==> config.mk <==
export PLATFORM = sky130hd
export DESIGN_NAME = seq_alu
export DESIGN_NICKNAME = d
export VERILOG_FILES = /design/src/rtl/seq_alu.sv
export SDC_FILE = /design/constraint.sdc
export NUM_CORES = 1
export LEC_CHECK = 0
export ABC_AREA = 1
export BUFFER_PORTS_ARGS = -buffer_cell sky130_fd_sc_hd__buf_2
export CAP_MARGIN = 5
export CORE_MARGIN = 8
export CORE_UTILIZATION = 56
export DETAILED_ROUTE_END_ITERATION = 8
export PLACE_DENSITY = 0.76
export SLEW_MARGIN = 20
export SYNTH_ARGS = -nofsm -noshare
export SYNTH_HDL_FRONTEND = slang
export SYNTH_SLANG_ARGS = --single-unit
==> constraint.sdc <==
create_clock -name CLK -period 2.2 [get_ports CLK]
set_clock_uncertainty 0.05 [all_clocks]
set_input_delay 0 -clock CLK [delete_from_list [all_inputs] [get_ports CLK]]
set_output_delay 0 -clock CLK [all_outputs]
set_load 0.005 [all_outputs]
==> src/rtl/seq_alu.sv <==
// Execution stage behind the register file: single-cycle FWD/ADD/AND/OR,
// iterative shift-add MULT and one-bit-per-cycle SLL/SRA/ROR with START/BUSY/DONE.
module seq_alu #(
  parameter int unsigned WIDTH = 8
) (
  input  logic             CLK,
  input  logic             RESET,
  input  logic [WIDTH-1:0] DATA1,
  input  logic [WIDTH-1:0] DATA2,
  input  logic [2:0]       SELECT,
  input  logic             START,
  output logic [WIDTH-1:0] RESULT,
  output logic             ZERO,
  output logic             BUSY,
  output logic             DONE
);

  localparam int unsigned CW = $clog2(WIDTH + 1);

  typedef enum logic {IDLE, EXEC} state_t;
  typedef enum logic [2:0] {
    OP_FWD  = 3'b000,
    OP_ADD  = 3'b001,
    OP_AND  = 3'b010,
    OP_OR   = 3'b011,
    OP_MULT = 3'b100,
    OP_SLL  = 3'b101,
    OP_SRA  = 3'b110,
    OP_ROR  = 3'b111
  } op_t;

  state_t           state;
  op_t              op;
  logic [WIDTH-1:0] acc;
  logic [WIDTH-1:0] mcand;
  logic [WIDTH-1:0] mplier;
  logic [CW-1:0]    count;

  op_t              sel_op;
  logic             is_iter;
  logic [WIDTH-1:0] quick_res;
  logic [WIDTH-1:0] acc_step;

  always_comb begin
    sel_op    = op_t'(SELECT);
    quick_res = DATA1;
    case (sel_op)
      OP_FWD:  quick_res = DATA2;
      OP_ADD:  quick_res = DATA1 + DATA2;
      OP_AND:  quick_res = DATA1 & DATA2;
      OP_OR:   quick_res = DATA1 | DATA2;
      default: quick_res = DATA1;  // zero-length shift passes DATA1 through
    endcase
    is_iter = (sel_op == OP_MULT) ||
              ((sel_op inside {OP_SLL, OP_SRA, OP_ROR}) && (DATA2[2:0] != 3'd0));
  end

  always_comb begin
    acc_step = acc;
    case (op)
      OP_MULT: acc_step = mplier[0] ? acc + mcand : acc;
      OP_SLL:  acc_step = {acc[WIDTH-2:0], 1'b0};
      OP_SRA:  acc_step = {acc[WIDTH-1], acc[WIDTH-1:1]};
      OP_ROR:  acc_step = {acc[0], acc[WIDTH-1:1]};
      default: acc_step = acc;
    endcase
  end

  always_ff @(posedge CLK or negedge RESET) begin
    if (!RESET) begin
      state  <= IDLE;
      op     <= OP_FWD;
      acc    <= '0;
      mcand  <= '0;
      mplier <= '0;
      count  <= '0;
      RESULT <= '0;
      ZERO   <= 1'b1;
      BUSY   <= 1'b0;
      DONE   <= 1'b0;
    end else begin
      DONE <= 1'b0;
      case (state)
        IDLE: begin
          if (START) begin
            op <= sel_op;
            if (is_iter) begin
              state  <= EXEC;
              BUSY   <= 1'b1;
              acc    <= (sel_op == OP_MULT) ? '0 : DATA1;
              mcand  <= DATA1;
              mplier <= DATA2;
              count  <= (sel_op == OP_MULT) ? CW'(WIDTH) : CW'(DATA2[2:0]);
            end else begin
              RESULT <= quick_res;
              ZERO   <= (quick_res == '0);
              DONE   <= 1'b1;
            end
          end
        end
        EXEC: begin
          acc    <= acc_step;
          mcand  <= mcand << 1;
          mplier <= mplier >> 1;
          count  <= count - 1'b1;
          // count==1 here means this edge performs the final iteration
          if (count == CW'(1)) begin
            RESULT <= acc_step;
            ZERO   <= (acc_step == '0);
            DONE   <= 1'b1;
            BUSY   <= 1'b0;
            state  <= IDLE;
          end
        end
        default: state <= IDLE;
      endcase
    end
  end

endmodule

# Word level (Yosys, flattened, before mapping)
# Cells that the tools add are included.
dict set report word_totals {
  reg_bits 43
  latch_bits 0
  mem_bits_rw 0
  romBits 0
  in_bits 22
  out_inout_bits 11
  elab_cells 80
  mem_count 0
}
dict set report classes {
  addsub 3
  mul 0
  div_mod_pow 0
  order_cmp 0
  n_eq_ne 16
  shift 0
  muxes 37
  n_bitwise 3
  n_reduce_logical 11
}
# cell n
set ops {}
lappend ops {{8-bit two-way mux} 11}
lappend ops {{8-bit case mux with 2 select lines} 4}
lappend ops {{8-bit case mux with 4 select lines} 2}
lappend ops {{3-bit equality test (second input constant)} 8}
lappend ops {{8-bit adder} 2}
lappend ops {{8-bit logical NOT} 2}
lappend ops {{1-bit two-way mux} 12}
lappend ops {{4-bit two-way mux} 3}
lappend ops {{8-bit AND} 1}
lappend ops {{8-bit OR} 1}
lappend ops {{1-bit case mux with 2 select lines} 4}
lappend ops {{4-bit case mux with 2 select lines} 1}
lappend ops {{3-bit by 2-bit equality test with 1-bit output (second input constant)} 2}
lappend ops {{2-bit inequality test (second input constant)} 3}
lappend ops {{3-bit AND reduction} 2}
lappend ops {{3-bit nonzero test} 2}
lappend ops {{4-bit by 1-bit equality test with 1-bit output (second input constant)} 1}
lappend ops {{2-bit AND reduction} 2}
lappend ops {{4-bit by 1-bit subtractor with 4-bit output (second input constant)} 1}
lappend ops {{3-bit by 1-bit equality test with 1-bit output (second input constant)} 1}
lappend ops {{3-bit logical NOT} 1}
lappend ops {{2-bit by 1-bit inequality test with 1-bit output (second input constant)} 1}
lappend ops {{1-bit logical AND} 1}
lappend ops {{1-bit logical OR} 1}
lappend ops {{1-bit NOT} 1}

# Logic depth before layout (Yosys ltp)
# Gate-level depths: netlist of run 1.
dict set report depth {
  depth_word 7
  depth_mapped 19
  depth_no_buf 19
}

# Worst setup path before layout of run 1
# Ideal clock, no wire load.
dict set report synth_timing {
  path_kind {reg-to-reg}
  startpoint {register acc[0]}
  endpoint {register RESULT[6]}
  setup_ns 0.123
  t_arrival_ns 1.767
  t_required_ns 2.027
  slack_ns 0.260
  path_stages_with_launch 16
  path_buffers 0
  period_less_slack_ns 1.940
  cell_sequence {dfrtp_1 -> ha_1 -> inv_1 -> fa_1 -> inv_1 -> nand2_1 -> nand2_1 -> nand3_1 -> nand3_1 -> nand3_1 -> nand2_1 -> nand2_1 -> nand2_1 -> nor2_1 -> o21ai_0 -> nand2_1}
}
dict set report synth_between {
  elab_chain_len 5
}
# item line_no
set synth_lines {}
lappend synth_lines {{start, declared} 34} ;# logic [WIDTH-1:0] acc;
lappend synth_lines {{start signal, assigned} 90} ;# acc <= (sel_op == OP_MULT) ? '0 : DATA1;
lappend synth_lines {{start signal, assigned} 102} ;# acc <= acc_step;
lappend synth_lines {{8-bit adder} 61} ;# OP_MULT: acc_step = mplier[0] ? acc + mcand : acc;
lappend synth_lines {{8-bit two-way mux} 61}
lappend synth_lines {{8-bit case mux with 4 select lines} 60} ;# case (op)
lappend synth_lines {{8-bit two-way mux} 107} ;# if (count == CW'(1)) begin
lappend synth_lines {{8-bit case mux with 2 select lines} 83} ;# case (state)
lappend synth_lines {{end signal, assigned} 95} ;# RESULT <= quick_res;
lappend synth_lines {{end signal, assigned} 108} ;# RESULT <= acc_step;
lappend synth_lines {{end, declared} 12} ;# output logic [WIDTH-1:0] RESULT,
# No other way between the ends. The select of a mux whose other input is x is not followed.
# A chain may end at the register's enable or synchronous reset.

# Worst setup path after layout of run 1
dict set report layout_timing {
  startpoint {input DATA2[0]}
  endpoint {register ZERO}
}
dict set report layout_between {
  elab_chain_len 6
  word_cells_on_any_way 13
  cone_classes {add/sub: 1; eq/ne: 1; mux: 4; bitwise: 2; reduce/logical: 5}
}
# item line_no
set layout_lines {}
lappend layout_lines {{start, declared} 9} ;# input logic [WIDTH-1:0] DATA2,
lappend layout_lines {{8-bit adder (tied with other cells)} 49} ;# OP_ADD: quick_res = DATA1 + DATA2;
lappend layout_lines {{8-bit case mux with 4 select lines} 47} ;# case (sel_op)
lappend layout_lines {{8-bit logical NOT} 96} ;# ZERO <= (quick_res == '0);
lappend layout_lines {{1-bit two-way mux} 87} ;# if (is_iter) begin
lappend layout_lines {{1-bit two-way mux} 85} ;# if (START) begin
lappend layout_lines {{1-bit case mux with 2 select lines} 83}
lappend layout_lines {{end signal, assigned} 96}
lappend layout_lines {{end signal, assigned} 109} ;# ZERO <= (acc_step == '0);
lappend layout_lines {{end, declared} 13} ;# output logic ZERO,
# Several ways; a longest one is shown, not always the timed one. The select of a mux whose other input is x is not followed.

==> results.py, run 1 <==
metrics = {
    "setup_path": {
        "timing.critical_path.buf_inv": 2,
        "path_cells": "dlygate4sd3_1, buf_2, ha_2, fa_2, nand3_1, nand3_1, nor2_1, nor2_1, nor2_1, nand3_1, nor2_1, nand4_1, nand2_1, nand2_1, nand2_1",
        "critPathKind": "in -> reg",
        "cp-end-kind": "register",
        "cpMaxStageDelayCell": "dlygate4sd3_1",
        "cp_common_cell": "nor2_1",
        "critPathTopFamily": "simple AND/OR/NAND/NOR gates",
        "worst_ep_required_time_ns": 2.40,
        "cp.arrival_ns": 2.29,
        "start_kind": "input port",
        "slowest_delay_ns": 0.52,
        "path_max_fanout": 4,
    },
    "floorplanning": {
        "initial_core_util": 0.585,
        "die_w_microns": 94.9,
        "die_area_sq_um": 9010,
        "die_h_microns": 94.9,
        "std_cell_rows": 28,
        "ios": 33,
        "core-area_sq_um": 5960,
    },
    "synth": {
        "syn_inst": 518,
        "synth_ff_type": "dfrtp_1",
        "synth_top_family_by_area": "simple AND/OR/NAND/NOR gates",
        "yosys.area_share.simple": 0.348,
        "ys_seq_elements": 43,
        "syn_area_sq_um": 3490,
        "synthXorXnorAreaFrac": 0.00503,
        "synth_edf_count": 0,
        "syn_area_per_cell_sq_um": 6.73,
        "syn_nets": 567,
        "muxShareOfSynthArea": 0,
        "ys_types": 37,
        "synth_compound_area_frac": 0.130,
        "synthAdderAreaFrac": 0.101,
        "async_flop_share": 1.00,
        "yosysWarnings": 0,
        "ys_seq_area_frac": 0.309,
    },
    "placed_design": {
        "placed_area_sq_um": 3730,
        "dp_cells": 621,
        "gp_congestion": 0.923,
        "port-buffer-count": 32,
        "place_hpwl_microns": 7490,
    },
    "sta": {
        "rsz0062_at_grt": "yes",
        "final-hold-violation-count": 0,
        "max_freq_mhz": 479,
        "finalMaxSlewViolations": 0,
        "period_needed_ns": 2.09,
        "finalSetupTns_ns": 0,
        "tightestPinTransition_ns": 0.979,
        "setup_viol": 0,
        "relSlewSlack": 0.348,
        "fin_crit_sh": 0.949,
    },
    "power_and_ir_drop": {
        "p_comb_frac": 0.567,
        "p_switching_mw": 2.23,
        "power.density_nw_per_um2": 1170,
        "seqPwrFrac": 0.320,
        "max-vdd-ir-drop_mv": 0.545,
        "swShare": 0.479,
        "p_leak_nw": 2.12,
        "p_int_mw": 2.42,
        "p_total_mw": 4.65,
        "p_clk_frac": 0.113,
    },
    "global_routing": {
        "antenna_found_initial": 0,
        "grt_pass1_wl_microns": 16800,
        "grt_max_degree": 44,
        "grt_pass1_vias": 3582,
        "grt_usage": 0.234,
        "globalRouteOverflowTotal": 0,
    },
    "drt": {
        "vias_per_cell": 5.60,
        "final_antenna_net_count": 0,
        "vias": 3592,
        "routedWlPerCell_microns": 15.4,
        "wl_microns": 9870,
        "drc_errors": 0,
        "first_pass_iters": 5,
        "drt-initial-drc-count": 203,
    },
    "clocking": {
        "clk-insertion-delay-late_ns": 0.30,
        "clock-sinks": 43,
        "numCtsBuffers": 5,
        "clock_path_buffers": 2,
        "clk_pin_slew_ns": 0.08,
        "clockRootBuffer": "clkbuf_8",
        "cts_max_level": 2,
        "cts_tree": "built",
    },
    "finish": {
        "fillCellCount": 560,
        "antenna_cells": 0,
        "postLayoutCellArea_sq_um": 3960,
        "syn2layout_area_growth_pct": 13.6,
        "drive_gt1_frac": 0.132,
        "post-route-util": 0.665,
        "fin_cells": 642,
        "nets": 615,
    },
    "flow_run": {
        "drv_cap": 0,
    },
    "run_status": {
        "status": "finished clean",
    },
    "min_path": {
        "worstHoldPathType": "in -> reg",
    },
}
==> state kept, by name, indices dropped and copies added (netlist names) <==
| register | flops |
|---|---|
| DONE | 1 |
| count | 4 |
| RESULT | 8 |
| mcand | 8 |
| state | 1 |
| op | 3 |
| acc | 8 |
| mplier | 8 |
| ZERO | 1 |
| BUSY | 1 |
==> metal layers <==
layer,global-route usage,wire [microns],vias up
li1,-,-,1794
met3,0.0365,582,27
met1,0.282,4160,1631
met4,0.114,351,0
met2,0.399,4770,140
met5,0,0,-
==> cells in the final DEF (no fill, tap or decap), types with 8 or more instances in the layout <==
cell type      instances
nand2_1              165
inv_2                  8
ha_1                  23
buf_4                 13
a31oi_1               10
dlygate4sd3_1         11
buf_2                 32
nor2_1                44
o21ai_0               15
o221ai_1              12
a21oi_1               19
dfrtp_1               42
nand4_1                8
nand3_1               45
inv_1                 68
==> power groups by stage <==
stage	sequential, mW	combinational [mW]	clock (mW)
finish	1.49	2.64	0.526
global route	1.53	3.00	0.566
CTS	1.48	2.59	0.530
detailed placement	1.49	2.56	0
global placement	1.48	2.51	0
floorplan	1.40	1.93	0
==> cells in the mapped netlist, drive strengths merged (3+ instances only) <==
cell | number | share of area
ha | 25 | 0.090
o221ai | 12 | 0.030
clkbuf | 4 | 0.0043
inv | 76 | 0.082
nor3 | 6 | 0.010
dfrtp | 42 | 0.30
a21oi | 20 | 0.030
o21ai | 18 | 0.026
a31oi | 10 | 0.018
nor2 | 48 | 0.057
buf | 11 | 0.021
nand3b | 6 | 0.013
o211ai | 3 | 0.0065
nand3 | 45 | 0.065
nand4 | 9 | 0.018
a211oi | 3 | 0.0065
nand2 | 167 | 0.18
==> path summary, 6_finish.rpt <==
check / startpoint / endpoint / slack, ns / cells past startpoint
worst min register to register: ZERO$_DFFE_PN1P_ / ZERO$_DFFE_PN1P_ / 0.43 / 2
worst max register to register: acc[0]$_DFFE_PN0P_ / ZERO$_DFFE_PN1P_ / 0.11 / 14
max in group asynchronous: RESET / RESULT[7]$_DFFE_PN0P_ / 1.13 / 2
worst min-delay path: SELECT[0] / op[0]$_DFFE_PN0P_ / 0.01 / 3
worst max-delay path: DATA2[0] / ZERO$_DFFE_PN1P_ / 0.11 / 15
min in group asynchronous: RESET / count[1]$_DFFE_PN0P_ / 0.36 / 2
==> cell type report <==
type                       count  area [sq um]  share of cell area
multi-input combinational    384          2050               0.516
sequential                    43          1080               0.272
timing repair buffer          56           368              0.0929
inverter                      76           285              0.0720
tap                           75          93.8              0.0237
clock buffer                   7          86.3              0.0218
clock inverter                 1          5.00             0.00126
==> worst register-to-register path: stages (launching register included) <==
cell and delay, ns:
dfrtp_1 0.36, ha_2 0.20, inv_2 0.04, fa_2 0.51, o21ai_1 0.06, nand2_1 0.06, nand2_1 0.04, nand3b_1 0.16
nor2_1 0.13, nand3_1 0.10, nor2_1 0.10, nand2_1 0.06, nand2_1 0.06, nand2_1 0.04, nand2_1 0.07
==> stage by stage <==
| step | setup WS, ns | hold slack, ns |
|---|---|---|
| floorplan | 0.260 | -0.346 |
| global placement | 0.197 | 0.148 |
| detailed placement | 0.149 | 0.163 |
| CTS | 0.0888 | 0.00340 |
| global route | -0.0570 | 0.0242 |
| finish | 0.112 | 0.0107 |
==> repair_timing <==
| action | CTS | global route |
|---|---|---|
| endpoints found under the setup margin | 0 | 2 |
| hold buffers | 11 | 0 |
| gates resized for setup | 0 | 6 |
| endpoints found under the hold margin | 52 | 0 |
| buffers inserted | 0 | 2 |
==> cells by family after synthesis <==
group,Yosys count
XOR/XNOR,2
AND/OR/NAND/NOR,283
adder cells (fa/ha/maj),27
flip-flops,43
AO/OA/AOI/OAI,72
buffers and inverters,91
No activity file was read; power rests on OpenSTA's default activity.
==> run 2, diff against run 1 <==
--- a/config.mk
+++ b/config.mk
@@ -10,8 +10,9 @@
 export CAP_MARGIN = 5
 export CORE_MARGIN = 8
 export CORE_UTILIZATION = 56
+export CTS_CLUSTER_SIZE = 14
 export DETAILED_ROUTE_END_ITERATION = 8
-export PLACE_DENSITY = 0.76
+export PLACE_DENSITY = 0.74
 export SLEW_MARGIN = 20
 export SYNTH_ARGS = -nofsm -noshare
 export SYNTH_HDL_FRONTEND = slang
==> run 2 against run 1 <==
Effect of this change:
- utilization is 0.76 points lower
- register-to-register slack hardly changed
- worst hold slack better by 0.0019 ns
- non-clock buffer count is 3 lower
- critical path depth is 1 lower
- die area stayed put
==> results.py, run 2 (synthesis gave the netlist of run 1 again) <==
metrics = {
    "run_status": {
        "status": "finished clean",
    },
    "setup_path": {
        "critical_path_depth": 14,
        "path_cells": "ha_2, inv_1, fa_1, o21ai_0, nand2_1, nand2_1, nand3b_1, nor2_1, nand3_1, nor2_1, nand2_1, nand2_1, nand2_1, nand2_1",
        "critPathTopFamily": "simple AND/OR/NAND/NOR gates",
        "cp.arrival_ns": 2.29,
        "start_kind": "register",
        "crit_path_end": "ZERO$_DFFE_PN1P_",
        "path_max_fanout": 2,
        "slowest_delay_ns": 0.47,
        "cp_common_cell": "nand2_1",
        "timing.critical_path.buf_inv": 1,
        "r2r_slack_ns": 0.10,
        "cpMaxStageDelayCell": "fa_1",
        "r2r_end": "ZERO$_DFFE_PN1P_",
        "r2r_cells": 14,
        "cp-end-kind": "register",
        "worst_ep_required_time_ns": 2.39,
        "reg2reg_from": "acc[0]$_DFFE_PN0P_",
        "critPathKind": "reg -> reg",
        "crit_start": "acc[0]$_DFFE_PN0P_",
    },
    "finish": {
        "syn2layout_area_growth_pct": 12.3,
        "final_common_cell": "nand2_1",
        "antenna_cells": 0,
        "layout_common_cells": "164 x nand2_1, 69 x inv_1, 45 x nand3_1",
        "nets": 612,
        "postLayoutCellArea_sq_um": 3920,
        "post-route-util": 0.658,
        "drive_gt1_frac": 0.126,
    },
    "sta": {
        "fin_crit_sh": 0.954,
        "final-hold-violation-count": 0,
        "finalSetupTns_ns": 0,
        "setup_viol": 0,
        "period_needed_ns": 2.10,
        "relSlewSlack": 0.629,
        "max_freq_mhz": 476,
        "rsz0062_at_grt": "yes",
        "tightestPinTransition_ns": 0.556,
        "finalMaxSlewViolations": 0,
        "timing.hold.ws_ns": 0.0126,
    },
    "placed_design": {
        "port-buffer-count": 32,
        "place_hpwl_microns": 7590,
        "gp_congestion": 0.910,
        "placed_area_sq_um": 3750,
    },
    "global_routing": {
        "grt_util_met2": 0.390,
        "grt_max_degree": 26,
        "grt_use_met1": 0.287,
        "grt_usage": 0.229,
        "grt_pass1_wl_microns": 16400,
        "busiest_layer": "met2",
        "use_met3": 0.0341,
        "antenna_found_initial": 0,
        "grt_pass1_vias": 3485,
        "globalRouteOverflowTotal": 0,
    },
    "clocking": {
        "clock-sinks": 43,
        "cts_max_level": 2,
        "clk-insertion-delay-late_ns": 0.30,
        "clk_pin_slew_ns": 0.08,
        "clock_path_buffers": 2,
        "clockRootBuffer": "clkbuf_8",
        "cts_tree": "built",
        "numCtsBuffers": 5,
    },
    "drt": {
        "final_antenna_net_count": 0,
        "routedWlPerCell_microns": 15.1,
        "wl_microns": 9650,
        "vias": 3591,
        "drt-initial-drc-count": 210,
        "vias_per_cell": 5.62,
        "first_pass_iters": 6,
        "drc_errors": 0,
    },
    "power_and_ir_drop": {
        "swShare": 0.483,
        "p_clk_frac": 0.107,
        "p_switching_mw": 2.21,
        "p_leak_nw": 2.11,
        "max-vdd-ir-drop_mv": 0.561,
        "p_comb_frac": 0.568,
        "seqPwrFrac": 0.325,
        "power.density_nw_per_um2": 1170,
        "p_int_mw": 2.37,
        "p_total_mw": 4.59,
    },
    "min_path": {
        "hold_start": "DATA2[0]",
        "worstHoldPathType": "in -> reg",
    },
    "floorplanning": {
        "die_area_sq_um": 9010,
        "initial_core_util": 0.585,
        "std_cell_rows": 28,
        "core-area_sq_um": 5960,
        "die_w_microns": 94.9,
        "die_h_microns": 94.9,
        "ios": 33,
    },
    "flow_run": {
        "drv_cap": 0,
    },
}
-- run 2: worst min-delay path by stage --
stage / end / slack, ns / cells after the start
after floorplan: BUSY$_DFFE_PN0P_ / -0.35 / 0
after global placement: BUSY$_DFFE_PN0P_ / -0.04 / 1
after detailed placement: BUSY$_DFFE_PN0P_ / -0.04 / 1
after CTS: mcand[6]$_DFFE_PN0P_ / 0.001 / 3
after global routing: op[0]$_DFFE_PN0P_ / 0.02 / 3
final: mplier[0]$_DFFE_PN0P_ / 0.01 / 3
-- run 2: cell type report --
class | instances | area (sq um)
clock buffer | 7 | 76.3
inverter | 76 | 285
fill | 551 | 2040
tap | 75 | 93.8
sequential | 43 | 1080
timing repair buffer | 53 | 338
multi-input combinational | 384 | 2040
clock inverter | 1 | 5.00
-- run 2: stage by stage --
step / worst slack (ns) / std cells
after floorplan: 0.260 / 518
after global placement: 0.201 / 623
after detailed placement: 0.144 / 623
after CTS: 0.125 / 639
after global routing: -0.0589 / 639
final: 0.101 / 639
-- run 2: what timing repair did --
action                                  4_1_cts  5_1_grt
endpoints found under the hold margin        29        0
hold buffers                                  8        0
endpoints found under the setup margin        0        2
setup buffers                                 0        0
gates resized for setup                       0        2
-- run 2: worst register-to-register path, stage by stage, from the launching register on --
cell	delay (ns)
dfrtp_1	0.36
ha_2	0.18
inv_1	0.05
fa_1	0.47
o21ai_0	0.08
nand2_1	0.07
nand2_1	0.04
nand3b_1	0.16
nor2_1	0.16
nand3_1	0.10
nor2_1	0.10
nand2_1	0.06
nand2_1	0.06
nand2_1	0.05
nand2_1	0.07
-- run 2: per-layer routing --
metal  vias up  part of all wire
met1      1678              0.45
met4         0             0.018
met5         -                 0
met2       121              0.49
met3        13             0.043
li1       1779                 -
-- run 2: power groups by stage --
stage | combinational [mW] | clock, mW | sequential (mW)
2_1_floorplan | 1.93 | 0 | 1.40
3_3_place_gp | 2.49 | 0 | 1.49
3_5_place_dp | 2.55 | 0 | 1.50
4_1_cts | 2.57 | 0.493 | 1.48
5_1_grt | 2.94 | 0.537 | 1.54
6_report | 2.60 | 0.492 | 1.49
==> run 3, diff against run 2 <==
==> constraint.sdc (replaced) <==
create_clock -name CLK -period 2.61 [get_ports CLK]
set_clock_uncertainty 0.05 [all_clocks]
set_input_delay 0 -clock CLK [delete_from_list [all_inputs] [get_ports CLK]]
set_output_delay 0 -clock CLK [all_outputs]
set_load 0.005 [all_outputs]
==> run 3 against run 2 <==
Effect of this change:
- non-clock buffer count down 4
- utilization up 0.15 points
- critical path depth is 1 higher
- cell area increased by 0.22%
- sequential share of layout area is 0.061 points lower
==> results.py, run 3 (synthesis gave the netlist of run 1 again) <==
metrics = {
    "finish": {
        "multiInputGateArea_sq_um": 2040,
        "syn2layout_area_growth_pct": 12.6,
        "antenna_cells": 0,
        "layout_common_cells": "165 x nand2_1, 69 x inv_1, 45 x nand3_1",
        "post-route-util": 0.659,
        "postLayoutCellArea_sq_um": 3930,
        "fin_cells": 635,
        "final_common_cell": "nand2_1",
        "nets": 608,
        "ff_latch_area_sq_um": 1080,
        "fillCellCount": 541,
        "drive_gt1_frac": 0.114,
    },
    "power_and_ir_drop": {
        "p_leak_nw": 2.11,
        "p_total_mw": 3.96,
        "power.density_nw_per_um2": 1010,
        "max-vdd-ir-drop_mv": 0.453,
    },
    "floorplanning": {
        "std_cell_rows": 28,
        "die_area_sq_um": 9010,
        "die_h_microns": 94.9,
        "die_w_microns": 94.9,
        "ios": 33,
        "initial_core_util": 0.585,
        "core-area_sq_um": 5960,
    },
    "sta": {
        "rsz0062_at_grt": "no",
        "finalMaxSlewViolations": 0,
        "max_freq_mhz": 446,
        "tightestPinTransition_ns": 0.950,
        "finalSetupTns_ns": 0,
        "relSlewSlack": 0.367,
        "final-hold-violation-count": 0,
        "setup_viol": 0,
        "period_needed_ns": 2.24,
        "fin_crit_sh": 0.858,
    },
    "clocking": {
        "clk_pin_slew_ns": 0.08,
        "cts_tree": "built",
        "cts_setup_buffers": 0,
        "clockRootBuffer": "clkbuf_8",
        "clk-insertion-delay-late_ns": 0.30,
        "clock_path_buffers": 2,
        "numCtsBuffers": 5,
        "cts_max_level": 2,
        "clock-sinks": 43,
    },
    "global_routing": {
        "grt_max_degree": 44,
        "antenna_found_initial": 0,
        "grt_pass1_wl_microns": 16200,
        "globalRouteOverflowTotal": 0,
        "grt_pass1_vias": 3415,
        "grt_usage": 0.222,
    },
    "drt": {
        "drc_errors": 0,
        "routedWlPerCell_microns": 15.0,
        "first_pass_iters": 5,
        "vias_per_cell": 5.53,
        "drt-initial-drc-count": 212,
        "wl_microns": 9500,
        "vias": 3511,
        "final_antenna_net_count": 0,
    },
    "placed_design": {
        "placed_area_sq_um": 3700,
        "place_hpwl_microns": 7270,
        "dp_cells": 616,
        "gp_congestion": 0.930,
        "port-buffer-count": 32,
    },
    "min_path": {
        "worstHoldPathType": "in -> reg",
    },
    "setup_path": {
        "cp-end-kind": "register",
        "start_kind": "register",
        "cp.arrival_ns": 2.37,
        "worst_ep_required_time_ns": 2.74,
        "path_max_fanout": 6,
        "critPathKind": "reg -> reg",
    },
    "flow_run": {
        "drv_cap": 0,
    },
    "run_status": {
        "status": "finished clean",
    },
}
-- run 3: cell types whose count changed in the layout (fill, tap and decap cells not counted), sizes merged --
cell	previous run	this run
dlygate4sd3	8	11
buf	45	38
clkbuf	7	6
bufinv	0	1
-- run 3: layout make-up --
| cell class | instances | area share |
|---|---|---|
| clock inverters | 2 | 0.00893 |
| inverters | 76 | 0.0727 |
| clock buffers | 6 | 0.0210 |
| multi-input cells | 384 | 0.519 |
| flip-flops and latches | 43 | 0.274 |
| repair buffers | 49 | 0.0803 |
| well taps | 75 | 0.0239 |
-- run 3: final timing paths --
path | from | to | slack (ns) | depth (start not counted)
hold / removal | DATA2[0] | mplier[0]$_DFFE_PN0P_ | 0.008 | 3
min in group asynchronous | RESET | count[3]$_DFFE_PN0P_ | 0.33 | 2
max in group asynchronous | RESET | DONE$_DFF_PN0_ | 1.58 | 2
setup / recovery | acc[0]$_DFFE_PN0P_ | RESULT[6]$_DFFE_PN0P_ | 0.37 | 15
hold reg to reg | ZERO$_DFFE_PN1P_ | ZERO$_DFFE_PN1P_ | 0.43 | 2
setup reg to reg | acc[0]$_DFFE_PN0P_ | RESULT[6]$_DFFE_PN0P_ | 0.37 | 15
-- run 3: repair_timing --
action                     in CTS  in global routing
resized for setup               0                  0
hold endpoints to repair       52                  0
setup endpoints to repair       0                  0
hold buffers                   11                  0
-- run 3: critical path: stages (launching register included) --
cell	delay, ns
dfrtp_1	0.44
ha_1	0.19
inv_1	0.05
fa_1	0.37
inv_1	0.08
nand2_1	0.05
nand2_1	0.10
nand3_1	0.10
nand3_1	0.08
nand3_1	0.08
nand2_1	0.07
nand2_1	0.05
nand2_1	0.10
nor2_1	0.06
o21ai_0	0.18
nand2_1	0.07
-- run 3: stage by stage --
| step | setup slack [ns] | hold slack (ns) |
|---|---|---|
| floorplan | 0.670 | -0.346 |
| CTS | 0.387 | 0.00503 |
| global route | 0.0945 | 0.0315 |
| global placement | 0.516 | 0.141 |
| finish | 0.370 | 0.00813 |
| detailed placement | 0.462 | 0.145 |
-- run 3: layer usage --
metal  vias to the layer above  wire (microns)  track usage
met4                         0             215       0.0871
met1                      1613            4350        0.287
met5                         -               0            0
met2                       106            4540        0.371
met3                        14             392       0.0262
li1                       1778               -            -
-- run 3: power by group --
group	switching [mW]	total [mW]	internal, mW	leakage [nW]
sequential	0.267	1.25	0.983	0.526
combinational	1.36	2.16	0.806	1.52
clock	0.235	0.544	0.310	0.0612
total	1.86	3.96	2.10	2.11
